### src/rtl/rr_multi_grant_scheduler.sv
// Round-robin scheduler issuing up to GRANT_NUM grants per cycle from REQ_NUM requesters.
// Define RR_SCHED_GRANT_COUNT_EN to add the grant_count output (running total of accepted grants).
module rr_multi_grant_scheduler #(
  parameter int REQ_NUM   = 8,
  parameter int GRANT_NUM = 2
) (
  input  logic                                        clk,
  input  logic                                        rst_n,
  input  logic [REQ_NUM-1:0]                          req,
  input  logic                                        flush,
  input  logic                                        grant_ready,
  output logic [GRANT_NUM-1:0]                        grant_valid,
  output logic [GRANT_NUM-1:0][$clog2(REQ_NUM)-1:0]   grant_id
`ifdef RR_SCHED_GRANT_COUNT_EN
  ,
  output logic [31:0]                                 grant_count
`endif
);

  localparam int IDW = $clog2(REQ_NUM);

  logic [IDW-1:0]                  ptr_reg;
  logic [IDW-1:0]                  ptr_next;
  logic [REQ_NUM-1:0]              held_mask;
  logic [REQ_NUM-1:0]              eff_req;
  logic [REQ_NUM-1:0]              rot_req;
  logic [REQ_NUM-1:0]              remaining;
  logic                            found;
  logic [GRANT_NUM-1:0]            pick_valid;
  logic [GRANT_NUM-1:0][IDW-1:0]   pick_id;
  logic                            load;

  // Requesters currently sitting in an output slot must not be picked again.
  always_comb begin
    held_mask = '0;
    for (int g = 0; g < GRANT_NUM; g++) begin
      if (grant_valid[g]) begin
        held_mask[grant_id[g]] = 1'b1;
      end
    end
  end

  assign eff_req = req & ~held_mask;

  // Rotate so bit 0 of rot_req corresponds to requester ptr_reg.
  always_comb begin
    rot_req = '0;
    for (int j = 0; j < REQ_NUM; j++) begin
      rot_req[j] = eff_req[ptr_reg + IDW'(j)];
    end
  end

  always_comb begin
    remaining  = rot_req;
    found      = 1'b0;
    pick_valid = '0;
    pick_id    = '0;
    ptr_next   = ptr_reg;
    for (int g = 0; g < GRANT_NUM; g++) begin
      found = 1'b0;
      for (int j = 0; j < REQ_NUM; j++) begin
        if (!found && remaining[j]) begin
          found         = 1'b1;
          remaining[j]  = 1'b0;
          pick_valid[g] = 1'b1;
          pick_id[g]    = ptr_reg + IDW'(j);
          ptr_next      = ptr_reg + IDW'(j + 1);
        end
      end
    end
  end

  assign load = !flush && ((grant_valid == '0) || grant_ready);

  always_ff @(posedge clk or negedge rst_n) begin
    if (!rst_n) begin
      ptr_reg     <= '0;
      grant_valid <= '0;
      grant_id    <= '0;
    end else if (flush) begin
      grant_valid <= '0;
      grant_id    <= '0;
    end else if (load) begin
      grant_valid <= pick_valid;
      grant_id    <= pick_id;
      if (pick_valid != '0) begin
        ptr_reg <= ptr_next;
      end
    end
  end

`ifdef RR_SCHED_GRANT_COUNT_EN
  logic [31:0] count_reg;
  logic [31:0] accept_num;

  always_comb begin
    accept_num = '0;
    for (int g = 0; g < GRANT_NUM; g++) begin
      accept_num = accept_num + 32'(grant_valid[g]);
    end
  end

  always_ff @(posedge clk or negedge rst_n) begin
    if (!rst_n) begin
      count_reg <= '0;
    end else if (grant_ready && !flush) begin
      count_reg <= count_reg + accept_num;
    end
  end

  assign grant_count = count_reg;
`endif

endmodule

### config.mk
export PLATFORM = sky130hd
export DESIGN_NAME = rr_multi_grant_scheduler
export DESIGN_NICKNAME = d
export VERILOG_FILES = /design/src/rtl/rr_multi_grant_scheduler.sv
export SDC_FILE = /design/constraint.sdc
export NUM_CORES = 1
export LEC_CHECK = 0
export ABC_CLOCK_PERIOD_IN_PS = 4100
export CAP_MARGIN = 10
export CORE_MARGIN = 4
export CORE_UTILIZATION = 40
export DETAILED_ROUTE_END_ITERATION = 10
export PLACE_DENSITY_LB_ADDON = 0.3
export SYNTH_ARGS = -nofsm -noshare
export SYNTH_HDL_FRONTEND = slang
export SYNTH_SLANG_ARGS = --single-unit
### constraint.sdc
create_clock -name clk -period 4.1 [get_ports clk]
set_input_delay 0.82 -clock clk [delete_from_list [all_inputs] [get_ports clk]]
set_output_delay 0.82 -clock clk [all_outputs]
set_load 0.01 [all_outputs]
# [Word-level counts from Yosys, hierarchy flattened]
# Cells that the tools add are included.
[word_totals] register_bits=11 in_bits=12
[classes] n_addsub=7 order_cmp=12 eq_ne=1 mux=77 bitwise_logic=5 reduce_logical=36
[op_table] operator="3-bit 2-to-1 mux" count=29
[op_table] operator="3-bit by 4-bit < comparator with 1-bit output, second input constant" count=10
[op_table] operator="1-bit 2-to-1 mux" count=32
[op_table] operator="1-bit binary-select mux with 3-bit select" count=8
[op_table] operator="1-bit logical AND" count=16
[op_table] operator="8-bit 2-to-1 mux" count=2
[op_table] operator="1-bit logical NOT" count=14
[op_table] operator="13-bit nonzero test" count=1
[op_table] operator="3-bit adder, second input constant" count=4
[op_table] operator="6-bit 2-to-1 mux" count=2
[op_table] operator="8-bit AND" count=1
[op_table] operator="8-bit inverter" count=1
[op_table] operator="8-bit OR" count=1
[op_table] operator="7-bit by 1-bit != test with 1-bit output, second input constant" count=1
[op_table] operator="3-bit by 2-bit adder with 3-bit output, second input constant" count=2
[op_table] operator="1-bit demux with 3-bit select" count=2
[op_table] operator="3-bit by 1-bit >= comparator with 1-bit output, second input constant" count=2
[op_table] operator="6-bit AND reduction" count=1
[op_table] operator="2-bit 2-to-1 mux" count=2
[op_table] operator="2-bit nonzero test" count=2
[op_table] operator="3-bit by 1-bit adder with 3-bit output, second input constant" count=1
[op_table] operator="2-bit logical NOT" count=1
[op_table] operator="1-bit inverter" count=2
[op_table] operator="1-bit logical OR" count=1

# [Longest topological paths before layout]
# Gate-level depths: netlist (run 1).
[depth] ltp_word=39 mapped_depth=14 mapped_depth_nobuf=11

# [Worst setup path before layout (run 1)]
# Ideal clock, no wire load.
[synth_timing] path_type="register to register" start="register ptr_reg[1]" end="register grant_id[3] in the netlist's numbering" t_arrival_ns=3.375 slack_ns=0.659 path_stages_with_launch=13 period_less_slack_ns=3.441 cell_sequence="dfrtp_1 clkinv_1 clkbuf_1 ha_1 clkbuf_1 xor2_1 mux4_2 o41ai_2 o211ai_1 a21oi_2 nor2_1 a2111oi_2 a211o_1"
[synth_between] elab_chain_cells=28 elab_cells_between_ends=78 cone_classes="add/sub: 7; mux: 45; reduce/logical: 26"
[synth_rtl] item="start: declaration" line="22" text="logic [IDW-1:0] ptr_reg;"
[synth_rtl] item="start signal: assignment" line="87" text="ptr_reg <= ptr_next;"
[synth_rtl] item="parallel branches: the longest is 25 deep, another holds 3-bit by 1-bit adder with 3-bit output"
[synth_rtl] item="3-bit 2-to-1 mux (*)" line="62" text="if (!found && remaining[j]) begin"
[synth_rtl] item="6-bit 2-to-1 mux (*)" line="83" text="end else if (load) begin"
[synth_rtl] item="6-bit 2-to-1 mux (*)" line="80" text="end else if (flush) begin"
[synth_rtl] item="end signal: assignment" line="85" text="grant_id <= pick_id;"
[synth_rtl] item="end: declaration" line="13" text="output logic [GRANT_NUM-1:0][$clog2(REQ_NUM)-1:0] grant_id"
# Every way passes the cells marked *. The select of a mux whose other input is x is not followed.
# A chain may end at the register's enable or synchronous reset.

# [Final worst setup path (run 1)]
[layout_timing] start="input req[4]" end="register ptr_reg[1]"
[layout_between] elab_chain_cells=29 elab_cells_between_ends=83 cone_classes="eq/ne: 1; mux: 51; bitwise: 2; reduce/logical: 29"
[layout_rtl] item="start: declaration" line="9" text="input logic [REQ_NUM-1:0] req,"
[layout_rtl] item="8-bit AND (*)" line="43" text="assign eff_req = req & ~held_mask;"
[layout_rtl] item="1-bit binary-select mux with 3-bit select" line="49" text="rot_req[j] = eff_req[ptr_reg + IDW'(j)];"
[layout_rtl] item="1-bit 2-to-1 mux (implied by the code)" line="49"
[layout_rtl] item="1-bit 2-to-1 mux" line="62"
[layout_rtl] item="1-bit logical NOT" line="62"
[layout_rtl] item="1-bit logical AND" line="62"
[layout_rtl] item="1-bit 2-to-1 mux" line="62"
[layout_rtl] item="1-bit logical NOT" line="62"
[layout_rtl] item="(+10 left out)"
[layout_rtl] item="1-bit 2-to-1 mux or 1-bit logical NOT (tied branches)" line="62"
[layout_rtl] item="1-bit logical NOT or 1-bit logical AND (tied branches)" line="62"
[layout_rtl] item="1-bit logical AND or 1-bit 2-to-1 mux (tied branches)" line="62"
[layout_rtl] item="3-bit 2-to-1 mux (tied with other cells) (4 in series)" line="62"
[layout_rtl] item="3-bit 2-to-1 mux or 1-bit logical AND (tied branches)" line="62"
[layout_rtl] item="3-bit 2-to-1 mux or 1-bit 2-to-1 mux (tied branches)" line="62"
[layout_rtl] item="3-bit 2-to-1 mux or 2-bit nonzero test (tied branches)" line="62, 86"
[layout_rtl] item="3-bit 2-to-1 mux or 6-bit AND reduction (tied branches)"
# Mark *: on every way between the ends. The rest lies on a longest branch, timed or not. The select of a mux whose other input is x is not followed.

==> metrics.md, run 1 <==
| Metric | Value |
|---|---|
| Status | `finished clean` |
| Routability Congestion | `between 1 and 1.5` |
| EDFF count, synth | `0` |
| Setup violations, final | `0` |
| Placement Setup Slack | `about 0.14 ns` |
| Clock Tree Buf Depth | `2` |
| Final Max Tran Viols | `0` |
| Fin area | `2973 µm²` |
| Post-DP HPWL | `7.532 mm` |
| Final Hold Fails | `0` |
| Post-CTS Hold Fix Bufs | `0` |
| Ys Warns | `0` |
| Pre-antenna DRT Iters | `6` |
| FFs w/ async S/R, synth | `100.0%` |
| Cell Rows | `29` |
| Crit end category | `register` |
| Area share of the largest cell type after synthesis | `between 10% and 20%` |
| Post-Route WL | `9.671 mm` |
| Min Tclk post-route | `roughly 3.8 ns` |
| Postcts setup bufs | `0` |
| Routed WL per cell | `~22 µm` |
| Synth cell types | `74` |
| Port bufs | `19` |
| H-tree level count | `1` |
| Root Buffer | `clkbuf_8` |
| Fraction of layout cells with a size suffix above 1 | `14.40%` |
| First-pass GRT wire length | `15.52 mm` |
| Worst-skew pair later-pin latency | `between 0.2 and 0.25 ns` |
| Die Span Y | `88.86 µm` |
| Initial Util | `41.18%` |
| Crit-path max FO | `11` |
| Vias per cell | `about 7.3` |
| Worst setup margin | `0.2959 ns` |
| IO Count | `20` |
| WP data arrival | `3.95 ns` |
| Rel. slew slack | `31.15%` |
| Worst-margin pin slew | `1.025 ns` |
| HP Class | `register to register` |
| Max stage delay cell, worst path | `mux4_2` |
| Final Cycle Share | `92.78%` |
| Final Skew | `0.005214 ns` |
| Total grt overflow | `0` |
| Mapped Area | `2615 µm²` |
| Largest net degree at the start of global routing | `25` |
| Placed inst area | `2928 µm²` |
| Max_cap viols | `0` |
| Synth Flop Type | `dfrtp_1` |
| Setup crit start kind | `input port` |
| CTS tree | `yes` |
| Cell breakdown of the critical path | `clkdlybuf4s50_1 > inv_1 > o32a_1 > or2_1 > mux4_2 > nand2_1 > a211o_1 > a21oi_2 > a2111oi_0 > buf_4 > o21ai_0 > o31ai_1` |
| Area Overhead vs Synth | `13.68%` |
| Clk sinks | `11` |
| #FFs+latches synth | `11` |
| Clock-pin slew on the worst setup and hold paths | `0.05 ns` |
| Initial DRC count | `610` |
| Crit-path max cell delay | `around 0.6 ns` |
| CP required | `roughly 4.2 ns` |
| Via count | `3228` |
| Max reg flops | `6` |
| Antenna-violating nets left | `0` |
| Top cells by count, synth | `nand2_1 (40), nor2_1 (40), a21oi_1 (27)` |
| Core Area | `6350 µm²` |
| RSZ-0062 raised after global routing | `no` |
| CTS resizes | `0` |
| Initial antenna violation count | `0` |
| Setup TNS | `0 ns` |
| Die area | `7895 µm²` |
| Layout Nets | `383` |
| Post-synth net total | `between 300 and 400` |
| Syn_area_per_cell | `around 7.5 µm²` |
| Number of global-route vias before repair | `2963` |
| Sequential area share after synthesis | `about a tenth` |
| Maximum clock rate | `262.9 MHz` |
| WS Path Type | `input port to register` |
| Largest cells by area after synthesis | `mux4_2 (12%), dfrtp_1 (11%), nand2_1 (5.7%)` |
| Post-Syn Instances | `351` |
| Yosys top cell by area | `mux4_2` |
| Clock buffer count from CTS | `3` |
| Diode count | `0` |
| Die width | `a little under 90 µm` |
| Detailed-route DRC error count | `0` |
| GRT Util Overall | `25.50%` |
## layout make-up
type                            count  area (µm²)
Timing Repair Buffer               39       340.3
Sequential cell                    11       275.3
Inverter                            7       26.28
Multi-Input combinational cell    307        2190
Fill cell                         645        3377
Clock buffer                        4       45.04
Tap cell                           77       96.34
## final timing paths
kind,from,to,slack [ns],cells past startpoint
setup / recovery,req[4],ptr_reg[1],0.30,12
setup reg to reg,ptr_reg[1],ptr_reg[1],0.36,9
max in group asynchronous,rst_n,grant_valid[0],2.82,1
min in group asynchronous,rst_n,grant_id[0],0.93,1
hold / removal,ptr_reg[0],ptr_reg[0],0.72,2
hold reg to reg,ptr_reg[0],ptr_reg[0],0.72,2
## cells in the final DEF, fill, tap and decap left out, drive strengths merged, types with 3 or more instances in the layout
cell and instances:
o221ai 3, clkdlybuf4s50 19, nand2 40, clkbuf 4, a221o 3, a21o 6
o211ai 11, a21oi 28, o31ai 3, and4 4, a211o 3, a211oi 9
nor3 9, nor2 40, nand3 14, mux4 14, nand4b 4, dfrtp 11
or2 3, xnor2 6, buf 20, o21ai 22, a311oi 3, nand4 12
a2111oi 3, o2111ai 4, o32a 3, a31oi 7, inv 5, o22ai 7
o32ai 5, xor2 3, and2 4
## through the flow
stage	utilization [%]	std cells	hold slack, ns
final	46.82	445	0.7216
after global routing	46.82	445	0.7511
after CTS	46.82	445	0.7207
after detailed placement	46.11	441	0.7122
after global placement	46.11	441	0.6908
after floorplan	-	351	0.5244
## worst max-delay path, delay by kind of cell
family	cells	cell delay, ns
compound gates	6	1.31
buf+inv	3	0.73
mux	1	0.61
simple gates	2	0.48
## cell families (layout without fill, tap and decap cells)
kind of cell / count (synthesis) / count (layout) / share of synthesized area, %
adders and majority gates: 3 / 3 / 1.340
buffers and inverters: 33 / 50 / 5.741
muxes: 14 / 14 / 12.06
xor gates and xnor gates: 9 / 9 / 3.732
DFF: 11 / 11 / 10.53
and+or+nand+nor: 143 / 143 / 28.09
AOI/OAI and AO/OA: 138 / 138 / 38.52
## routing by layer
layer  track usage (%)  vias up  part of all wire [%]
li1                  -     1443                     -
met1             34.22     1489                    39
met2             39.74      246                    44
met3             5.121       50                    12
met4             10.71        0                   4.7
met5                 0        -                     0
Power of run 1 is not shown: default switching activity piles up to over one toggle a cycle in this logic, so the estimate is an artifact.
==> run 2: changes to the inputs <==
Settings changed: DONT_BUFFER_PORTS set to 1.
==> metrics.md, run 2 (synthesis gave the netlist of run 1 again) <==
| Metric | Value |
|---|---|
| Via count | `3091` |
| CTS resizes | `0` |
| Min Tclk post-route | `3.619 ns` |
| Crit-path max cell delay | `0.74 ns` |
| RSZ-0062 raised after global routing | `no` |
| Clock buffer count from CTS | `3` |
| Total grt overflow | `0` |
| Worst-skew pair later-pin latency | `approximately 0.24 ns` |
| Pre-antenna DRT Iters | `7` |
| Die area | `7895 µm²` |
| CP Buf/Inv Count | `0` |
| Cell Rows | `29` |
| Routability Congestion | `between 1 and 1.5` |
| Fin area | `2716 µm²` |
| CP required | `4.22 ns` |
| H-tree level count | `1` |
| Final Cycle Share | `88.27%` |
| Final std cells w/o fill | `between 400 and 500` |
| WS Path Type | `register to register` |
| Crit-path leading delay family | `compound AO/OA/AOI/OAI gates` |
| Vias per cell | `7.412` |
| Post-Route WL | `9.639 mm` |
| Worst-margin pin slew | `around 0.94 ns` |
| IO Count | `20` |
| Initial DRC count | `446` |
| Most frequent cells in the layout | `nand2_1 (40), nor2_1 (40), a21oi_1 (27), o21ai_0 (18)` |
| HP Class | `input port to async pin` |
| Setup violations, final | `0` |
| Clock-pin slew on the worst setup and hold paths | `about 0.05 ns` |
| Area Overhead vs Synth | `3.876%` |
| Crit end category | `register` |
| Port bufs | `0` |
| Postcts setup bufs | `0` |
| Placed inst area | `2670 µm²` |
| Routed WL per cell | `23.12 µm` |
| Maximum clock rate | `roughly 280 MHz` |
| Antenna-violating nets left | `0` |
| WHS | `0.2734 ns` |
| Final Max Tran Viols | `0` |
| Setup slack, reg-to-reg | `0.48 ns` |
| Initial Util | `41.18%` |
| Die Span Y | `around 89 µm` |
| Cell breakdown of the critical path | `nor4b_2 > o32ai_1 > nand2_1 > mux4_2 > xnor2_4 > nor2_1 > a311oi_1 > a21oi_1 > a221o_1` |
| Setup TNS | `0 ns` |
| Detailed-route DRC error count | `0` |
| Post-CTS Hold Fix Bufs | `0` |
| CTS tree | `yes` |
| Post-DP HPWL | `~7.5 mm` |
| Diode count | `0` |
| Status | `finished clean` |
| GRT Util Overall | `25.01%` |
| Max_cap viols | `0` |
| Cell Count Post-Placement | `413` |
| Crit-path max FO | `17` |
| Root Buffer | `clkbuf_8` |
| Largest net degree at the start of global routing | `22` |
| Final Hold Fails | `0` |
| Rel. slew slack | `36.85%` |
| Final Skew | `0.004093 ns` |
| Clock Tree Buf Depth | `2` |
| Max stage delay cell, worst path | `mux4_2` |
| Die width | `88.86 µm` |
| Initial antenna violation count | `0` |
| WP data arrival | `3.74 ns` |
| Setup crit start kind | `register` |
| Core Area | `6350 µm²` |
| Clk sinks | `11` |
| Number of global-route vias before repair | `2800` |
| Layout Nets | `about 360` |
| First-pass GRT wire length | `15.30 mm` |
| Max reg flops | `6` |
| Fraction of layout cells with a size suffix above 1 | `13.24%` |
-- run 2: layout make-up --
type                            instances  area [µm²]
Tap cell                               77       96.34
Fill cell                             628        3633
Clock inverter                          1       5.005
Clock buffer                            3       41.29
Timing Repair Buffer                   11       82.58
Multi-Input combinational cell        307        2190
Inverter                                7       26.28
Sequential cell                        11       275.3
-- run 2: worst paths after layout --
path / startpoint / end / cells past startpoint
setup / recovery: grant_id[0] / grant_id[5] / 9
min in group clk: ptr_reg[0] / grant_id[3] / 2
setup reg to reg: grant_id[0] / grant_id[5] / 9
hold reg to reg: ptr_reg[0] / grant_id[3] / 2
hold / removal: rst_n / grant_id[2] / 0
max in group asynchronous: rst_n / ptr_reg[2] / 0
-- run 2: worst register-to-register path, cell delays in order, from the launching register on --
cell,delay (ns)
dfrtp_1,0.63
nor4b_2,0.15
o32ai_1,0.46
nand2_1,0.20
mux4_2,0.74
xnor2_4,0.28
nor2_1,0.07
a311oi_1,0.49
a21oi_1,0.14
a221o_1,0.35
-- run 2: through the flow --
step,setup slack (ns),utilization (%)
after floorplan,0.6586,-
after global placement,0.4406,42.05
after detailed placement,0.3983,42.05
after CTS,0.5375,42.78
after global routing,0.2783,42.78
final,0.4811,42.78
-- run 2: per-layer routing --
| metal | part of all wire (%) | track usage, % | up-vias | wire length (µm) |
|---|---|---|---|---|
| li1 | - | - | 1385 | - |
| met1 | 42 | 36.79 | 1423 | 4028 |
| met2 | 44 | 38.80 | 248 | 4263 |
| met4 | 3.5 | 7.418 | 0 | 335 |
| met5 | 0 | 0 | - | 0 |
| met3 | 10 | 1.955 | 35 | 1011 |
Power of run 2 is left out for the same reason.
